==> src/rtl/jpeg_output_yuv2rgb_if.sv <==
// Sample-buffer and pixel-output handshake bundle for the YCbCr to RGB stage.
// The slave modport is the converter; the master modport is the surrounding
// buffers/sink that supply samples and accept pixels.
interface jpeg_output_yuv2rgb_if;
    logic [31:0] y_data_i;
    logic        y_valid_i;
    logic        y_pop_o;
    logic [31:0] cb_data_i;
    logic        cb_valid_i;
    logic        cb_pop_o;
    logic [31:0] cr_data_i;
    logic        cr_valid_i;
    logic        cr_pop_o;
    logic [31:0] data_o;
    logic        valid_o;
    logic        accept_i;

    modport slave (
        input  y_data_i, y_valid_i, cb_data_i, cb_valid_i, cr_data_i, cr_valid_i, accept_i,
        output y_pop_o, cb_pop_o, cr_pop_o, data_o, valid_o
    );

    modport master (
        output y_data_i, y_valid_i, cb_data_i, cb_valid_i, cr_data_i, cr_valid_i, accept_i,
        input  y_pop_o, cb_pop_o, cr_pop_o, data_o, valid_o
    );
endinterface

==> src/rtl/jpeg_output_yuv2rgb.sv <==
// YCbCr to RGB colour conversion: joins one Y/Cb/Cr sample, converts in fixed
// point over two pipeline stages and presents one packed pixel per cycle.
// Optional macro JPEG_YUV2RGB_RGB565_EN selects RGB565 packing instead of RGB888.
module jpeg_output_yuv2rgb (
    input  logic                  clk_i,
    input  logic                  rst_ni,
    input  logic                  flush_i,
    input  logic                  mono_i,
    jpeg_output_yuv2rgb_if.slave  bus,
    output logic [31:0]           pixel_count_o
);

    // Output pixel for one channel before clamping: Y + round(p/256) + 128.
    function automatic logic signed [27:0] chan_sum(input logic signed [27:0] y,
                                                    input logic signed [27:0] p);
        logic signed [27:0] t;
        t = p + 28'sd128;
        return y + (t >>> 8) + 28'sd128;
    endfunction

    // Saturate a signed channel value into 0..255.
    function automatic logic [7:0] clamp8(input logic signed [27:0] v);
        if (v < 28'sd0)
            return 8'h00;
        else if (v > 28'sd255)
            return 8'hFF;
        else
            return v[7:0];
    endfunction

    logic                w_en;
    logic                w_join;
    logic signed [27:0]  w_y;
    logic signed [27:0]  w_cb;
    logic signed [27:0]  w_cr;
    logic [7:0]          w_r;
    logic [7:0]          w_g;
    logic [7:0]          w_b;
    logic [31:0]         w_pix;
    logic                w_unused_hi;

    logic signed [27:0]  r_y_p1;
    logic signed [27:0]  r_pr_p1;
    logic signed [27:0]  r_pg_p1;
    logic signed [27:0]  r_pb_p1;
    logic                r_valid_p1;
    logic [31:0]         r_data_p2;
    logic                r_valid_p2;
    logic [31:0]         r_count;

    // Upper halves of the sample words carry nothing for this stage.
    assign w_unused_hi = ^{bus.y_data_i[31:16], bus.cb_data_i[31:16], bus.cr_data_i[31:16]};

    // The whole pipeline advances together; a stalled output freezes both stages.
    // Gating with rst_ni keeps the pops low for the full duration of reset.
    assign w_en   = !r_valid_p2 || bus.accept_i;
    assign w_join = rst_ni && w_en && bus.y_valid_i &&
                    (mono_i || (bus.cb_valid_i && bus.cr_valid_i)) && !flush_i;

    assign bus.y_pop_o  = w_join;
    assign bus.cb_pop_o = w_join && !mono_i;
    assign bus.cr_pop_o = w_join && !mono_i;

    assign w_y  = {{12{bus.y_data_i[15]}}, bus.y_data_i[15:0]};
    assign w_cb = mono_i ? 28'sd0 : {{12{bus.cb_data_i[15]}}, bus.cb_data_i[15:0]};
    assign w_cr = mono_i ? 28'sd0 : {{12{bus.cr_data_i[15]}}, bus.cr_data_i[15:0]};

    // ---- stage 1: chroma products ----
    // Register luma and the chroma contributions whenever the pipeline advances.
    always_ff @(posedge clk_i) begin
        if (w_en) begin
            r_y_p1  <= w_y;
            r_pr_p1 <= 28'sd359 * w_cr;
            r_pg_p1 <= -(28'sd88 * w_cb) - (28'sd183 * w_cr);
            r_pb_p1 <= 28'sd454 * w_cb;
        end
    end

    // ---- stage 2: sum, clamp, pack ----
    assign w_r = clamp8(chan_sum(r_y_p1, r_pr_p1));
    assign w_g = clamp8(chan_sum(r_y_p1, r_pg_p1));
    assign w_b = clamp8(chan_sum(r_y_p1, r_pb_p1));

`ifdef JPEG_YUV2RGB_RGB565_EN
    assign w_pix = {16'h0000, w_r[7:3], w_g[7:2], w_b[7:3]};
`else
    assign w_pix = {8'h00, w_r, w_g, w_b};
`endif

    // Output pixel register; holds while the sink is not accepting.
    always_ff @(posedge clk_i or negedge rst_ni) begin
        if (!rst_ni)
            r_data_p2 <= 32'h0;
        else if (w_en)
            r_data_p2 <= w_pix;
    end

    // Valid bits travel with the data; flush discards anything in flight.
    always_ff @(posedge clk_i or negedge rst_ni) begin
        if (!rst_ni) begin
            r_valid_p1 <= 1'b0;
            r_valid_p2 <= 1'b0;
        end else if (flush_i) begin
            r_valid_p1 <= 1'b0;
            r_valid_p2 <= 1'b0;
        end else if (w_en) begin
            r_valid_p1 <= w_join;
            r_valid_p2 <= r_valid_p1;
        end
    end

    // Count pixels handed to the sink since reset or the last flush.
    always_ff @(posedge clk_i or negedge rst_ni) begin
        if (!rst_ni)
            r_count <= 32'h0;
        else if (flush_i)
            r_count <= 32'h0;
        else if (r_valid_p2 && bus.accept_i)
            r_count <= r_count + 32'd1;
    end

    assign bus.data_o    = r_data_p2;
    assign bus.valid_o   = r_valid_p2;
    assign pixel_count_o = r_count;

endmodule

==> src/flat_wrapper.sv <==
// flat-port wrapper written by rule: the top's interface ports become plain ports
module jpeg_output_yuv2rgb_flat 
  (clk_i, rst_ni, flush_i, mono_i, pixel_count_o, bus_y_data_i, bus_y_valid_i, bus_cb_data_i, bus_cb_valid_i, bus_cr_data_i, bus_cr_valid_i, bus_accept_i, bus_y_pop_o, bus_cb_pop_o, bus_cr_pop_o, bus_data_o, bus_valid_o);
  jpeg_output_yuv2rgb_if bus_i ();
  input  logic clk_i;
  input  logic rst_ni;
  input  logic flush_i;
  input  logic mono_i;
  output logic [31:0] pixel_count_o;
  input wire logic [$bits(bus_i.y_data_i)-1:0] bus_y_data_i;
  input wire logic [$bits(bus_i.y_valid_i)-1:0] bus_y_valid_i;
  input wire logic [$bits(bus_i.cb_data_i)-1:0] bus_cb_data_i;
  input wire logic [$bits(bus_i.cb_valid_i)-1:0] bus_cb_valid_i;
  input wire logic [$bits(bus_i.cr_data_i)-1:0] bus_cr_data_i;
  input wire logic [$bits(bus_i.cr_valid_i)-1:0] bus_cr_valid_i;
  input wire logic [$bits(bus_i.accept_i)-1:0] bus_accept_i;
  output wire logic [$bits(bus_i.y_pop_o)-1:0] bus_y_pop_o;
  output wire logic [$bits(bus_i.cb_pop_o)-1:0] bus_cb_pop_o;
  output wire logic [$bits(bus_i.cr_pop_o)-1:0] bus_cr_pop_o;
  output wire logic [$bits(bus_i.data_o)-1:0] bus_data_o;
  output wire logic [$bits(bus_i.valid_o)-1:0] bus_valid_o;
  assign bus_i.y_data_i = bus_y_data_i;
  assign bus_i.y_valid_i = bus_y_valid_i;
  assign bus_i.cb_data_i = bus_cb_data_i;
  assign bus_i.cb_valid_i = bus_cb_valid_i;
  assign bus_i.cr_data_i = bus_cr_data_i;
  assign bus_i.cr_valid_i = bus_cr_valid_i;
  assign bus_i.accept_i = bus_accept_i;
  assign bus_y_pop_o = bus_i.y_pop_o;
  assign bus_cb_pop_o = bus_i.cb_pop_o;
  assign bus_cr_pop_o = bus_i.cr_pop_o;
  assign bus_data_o = bus_i.data_o;
  assign bus_valid_o = bus_i.valid_o;
  jpeg_output_yuv2rgb u_core (.clk_i(clk_i), .rst_ni(rst_ni), .flush_i(flush_i), .mono_i(mono_i), .bus(bus_i), .pixel_count_o(pixel_count_o));
endmodule
==> config.mk <==
export PLATFORM = sky130hd
export DESIGN_NAME = jpeg_output_yuv2rgb_flat
export DESIGN_NICKNAME = d
export VERILOG_FILES = /design/src/rtl/jpeg_output_yuv2rgb_if.sv /design/src/rtl/jpeg_output_yuv2rgb.sv /design/src/flat_wrapper.sv
export SDC_FILE = /design/constraint.sdc
export NUM_CORES = 1
export LEC_CHECK = 0
export ABC_AREA = 1
export CAP_MARGIN = 20
export CELL_PAD_IN_SITES_DETAIL_PLACEMENT = 2
export CELL_PAD_IN_SITES_GLOBAL_PLACEMENT = 2
export CORE_ASPECT_RATIO = 1.1
export CORE_MARGIN = 4
export CORE_UTILIZATION = 36
export CTS_BUF_LIST = sky130_fd_sc_hd__clkbuf_2 sky130_fd_sc_hd__clkbuf_4 sky130_fd_sc_hd__clkbuf_8
export DETAILED_ROUTE_END_ITERATION = 8
export PLACE_DENSITY = 0.92
export SLEW_MARGIN = 20
export SYNTH_ARGS = -nofsm -noshare
export SYNTH_HDL_FRONTEND = slang
export SYNTH_SLANG_ARGS = --single-unit
==> constraint.sdc <==
create_clock -name clk_i -period 4.9 [get_ports clk_i]
set_input_delay 0.98 -clock clk_i [delete_from_list [all_inputs] [get_ports clk_i]]
set_output_delay 0.98 -clock clk_i [all_outputs]
set_load 0.03 [all_outputs]
==> results.cfg, run 1 <==
[clocking]
cts_hold_buf = 0
cts.sinks = 137
cts_buffers = 17
postCtsResizedCells = 578
post_cts_buffers = 114
ctsRootBufferMaster = clkbuf_8
cts_max_level = 4
cts.path.max_buffers = 2

[floorplan]
chipWidth_um = 247
io_pins = 172
rows = 96
dieHeight_um = 271
start_util_pct = 36.4

[synth]
async_flop_share_pct = 42.3
ys_top_cells_by_area = ha_1 (17%), fa_1 (16%), nand2_1 (12%)
synth_area_mm2 = 0.0227
ys_warn_count = 0
synth_edf_count = 79
synth_cells = 3044
yosysSeqAreaShare_pct = 16.8
ys_types = 50
yosys.area.top_type = ha_1
ys_ff_latch = 137
synth_flop_cell = edfxtp_1
synth_common_cells = nand2_1 (715), inv_1 (573), ha_1 (305)
avgSynthCellArea_um2 = 7.46
synth.most_common_cell = nand2_1
synth_top_area_share_pct = 16.8

[placed_design]
numPortBuffers = 115
globalplace.congestion = 0.903
place.detailed.hpwl_um = 109000

[outcome]
error = [ERROR DPL-0033] detailed placement checks failed during check placement.
failing_step = clock tree synthesis (4_1_cts)
run_status = stopped before the end
[logic make-up after synthesis]
| kind of cell | count (synthesis) | synth area share [%] |
|---|---|---|
| xor+xnor | 168 | 6.51 |
| simple gates | 1288 | 24.7 |
| flops | 137 | 16.8 |
| fa+ha+maj | 492 | 33.3 |
| other cells | 1 | 0.0165 |
| buf+inv | 616 | 10.3 |
| compound gates | 342 | 8.31 |
[through the flow]
stage          TNS (ns)  cells  setup slack (ns)  instance area [um^2]  hold WS, ns
2_1_floorplan    -21.48   3051             -1.53                 24000        0.488
3_3_place_gp     -71.06   4368             -2.21                 29000        0.463
3_5_place_dp    -117.67   4368             -3.31                 29000        0.474
==> run 2: changes to the inputs <==
==> config.mk (replaced) <==
export PLATFORM = sky130hd
export DESIGN_NAME = jpeg_output_yuv2rgb_flat
export DESIGN_NICKNAME = d
export VERILOG_FILES = /design/src/rtl/jpeg_output_yuv2rgb_if.sv /design/src/rtl/jpeg_output_yuv2rgb.sv /design/src/flat_wrapper.sv
export SDC_FILE = /design/constraint.sdc
export NUM_CORES = 1
export LEC_CHECK = 0
export ABC_AREA = 1
export CAP_MARGIN = 20
export CORE_MARGIN = 4
export CORE_UTILIZATION = 40
export DETAILED_ROUTE_END_ITERATION = 8
export PLACE_DENSITY_LB_ADDON = 0.15
export SLEW_MARGIN = 20
export SYNTH_ARGS = -nofsm -noshare
export SYNTH_HDL_FRONTEND = slang
export SYNTH_SLANG_ARGS = --single-unit
==> run 2 against run 1 <==
The flow now finishes, with violations (negative setup slack); synthesized cell count did not move; area after synthesis unchanged.
==> results.cfg, run 2 <==
[synth]
ys_top_cells_by_area = ha_1 (17%), fa_1 (16%), nand2_1 (12%)
yosysSeqAreaShare_pct = 16.8
async_flop_share_pct = 42.3
avgSynthCellArea_um2 = 7.46
synth_edf_count = 79
ys_ff_latch = 137
yosys.area.top_type = ha_1
synth_flop_cell = edfxtp_1
ys_warn_count = 0
synth_top_area_share_pct = 16.8
synth_cells = 3044
ys_types = 50
synth_common_cells = nand2_1 (715), inv_1 (573), ha_1 (305)
synth_area_mm2 = 0.0227
synth.most_common_cell = nand2_1

[detailed_routing]
vias = 21200
dr.pass1.iters = 8
final_antenna_net_count = 0
viasPerCell = 4.86
drtIter0Drc = 911
wl_um = 67300
drc = 0
avgRoutedWirePerCell_um = 15.4

[flow_run]
cap_violations = 0

[global_routing]
grt_util_met2_pct = 39.2
antenna_found_initial = 0
grtUsageMet3_pct = 1.61
grt_max_degree = 80
grt_use_met1_pct = 29.4
busiest_layer = met2
grt_pass1_vias = 21200
grt_overflow = 0
grt_first_pass_wirelength_um = 108000
grt_usage_pct = 22.2

[power]
clock_power_share_pct = 5.4
leakage_uw = 0.0156
switchingPower_uw = 11900
combPwrFrac_pct = 85.1
p_total_uw = 24200
p_sw_share_pct = 49.0
powerDensity_mw_per_mm2 = 774
intPower_uw = 12300
ir_worst_vdd_mv = 0.992
seqPwrFrac_pct = 9.5

[cells_and_area]
n_fill_cell = 5256
layoutNonFillerInstCount = 4372
largest_reg_flops = 32
antenna_cells = 0
final_nets = 4199
seq_area_mm2 = 0.00382
final_common_cell = nand2_1
drive_above_1_share_pct = 26.1
layout_common_cells = nand2_1 (651), inv_1 (516), buf_4 (392)
area_growth_pct = 37.9
multi_input_area_mm2 = 0.0190

[sta]
hold_viol_final = 0
maxSlewViolCount = 0
clock.fmax_mhz = 154
tns_ns = -29.57
fin_crit_sh_pct = 132
period_needed_ns = 6.47
setup_slack_ns = -1.57
max-slew-margin-rel_pct = 29.3
rsz0062_at_grt = yes
finClkSkew_ns = 0.00905
setup_viol_count_final = 38
worstMarginPinSlew_ns = 1.06

[critical_path]
crit_arrival_ns = 6.67
slowest_delay_ns = 0.56
slowest_stage = fa_1
critPathLaunchType = input port
cp_max_fo = 5
critPathMostFrequentCell = nand2_2
crit_type = in2reg
worstPathRequired_ns = 5.09
cp-end-kind = register

[placed_design]
globalplace.congestion = 0.927
placed_cells = 4276
place.detailed.hpwl_um = 57700
numPortBuffers = 115

[clocking]
cts_buffers = 17
clkLatencyLatePin_ns = 0.44
cts_max_level = 4
tritoncts = built
ctsRootBufferMaster = clkbuf_16
cts.path.max_buffers = 2
cts.clk_slew.worst_paths_ns = 0.06
cts.sinks = 137

[min_path]
min_path_type = reg2reg

[floorplan]
dieHeight_um = 246
rows = 87
die_area_mm2 = 0.0606
chipWidth_um = 246
io_pins = 172
core_area_mm2 = 0.0563
start_util_pct = 40.3

[outcome]
run_status = finished, violations left
violations = negative setup slack
-- run 2: power groups by stage --
stage          clock network [uW]  registers, uW  logic [uW]
3_3_place_gp                    0           2320       17100
6_report                     1310           2300       20600
4_1_cts                      1340           2310       19100
3_5_place_dp                    0           2330       17300
5_1_grt                      1390           2350       22600
2_1_floorplan                   0           2420       11000
-- run 2: stage by stage --
stage                     hold WS (ns)  cell area (um^2)  worst slack (ns)  utilization (%)
after detailed placement         0.466             28800             -2.30             51.2
after global routing             0.505             31300             -1.85             55.6
after floorplan                  0.488             24000             -1.53                -
final                            0.475             31300             -1.57             55.6
after CTS                        0.481             30500             -1.41             54.2
after global placement           0.462             28800             -2.21             51.2
-- run 2: cell families (layout without fill, tap and decap cells) --
logic type                 count (synthesis)  in the layout  synth area share (%)
buffers and inverters                    616           1181                  10.3
other                                      1              8                0.0165
adders and majority gates                492            492                  33.3
AOI/OAI and AO/OA                        342            342                  8.31
DFF                                      137            137                  16.8
and+or+nand+nor                         1288           1288                  24.7
xor gates and xnor gates                 168            168                  6.51
-- run 2: per-layer routing --
metal / routed length (um) / vias up / part of all wire [%]
met5: 0 / - / 0
met4: 1430 / 0 / 2.1
met3: 1710 / 56 / 2.5
met2: 33400 / 342 / 50
met1: 30800 / 10000 / 46
li1: - / 10800 / -
-- run 2: final cells by class --
class	instances	share of cell area, %
Clock buffer	20	1.49
Multi-Input combinational cell	2298	60.5
Timing Repair Buffer	552	14.9
Inverter	597	7.39
Clock inverter	12	0.400
Tap cell	756	3.02
Sequential cell	137	12.2
-- run 2: critical path: cells and delay by family --
kind | cells | cell delay (ns)
simple gates | 14 | 1.43
fa+ha+maj | 7 | 2.92
xor+xnor | 2 | 0.30
buf+inv | 6 | 0.51
compound gates | 5 | 0.52
-- run 2: final timing paths --
kind                                          start                        to  slack [ns]  depth (start not counted)
max reg2reg                       u_core.r_pr_p1[7]     u_core.bus.data_o[22]        0.47                         27
min reg2reg                u_core.pixel_count_o[31]  u_core.pixel_count_o[31]        0.47                          1
min in group asynchronous                    rst_ni      u_core.bus.data_o[0]        0.75                          2
min                        u_core.pixel_count_o[31]  u_core.pixel_count_o[31]        0.47                          1
max in group asynchronous                    rst_ni  u_core.pixel_count_o[28]        3.63                          2
max                                          mono_i        u_core.r_pg_p1[27]       -1.57                         34
-- run 2: timing repair --
item / 4_1_cts / 5_1_grt
gates resized for setup: 178 / 148
setup endpoints to repair: 51 / 51
setup buffers: 40 / 31
hold buffers: 0 / 0
pin swaps: 124 / 123
gates cloned: 2 / 0
Power figures use the tool's default switching activity.
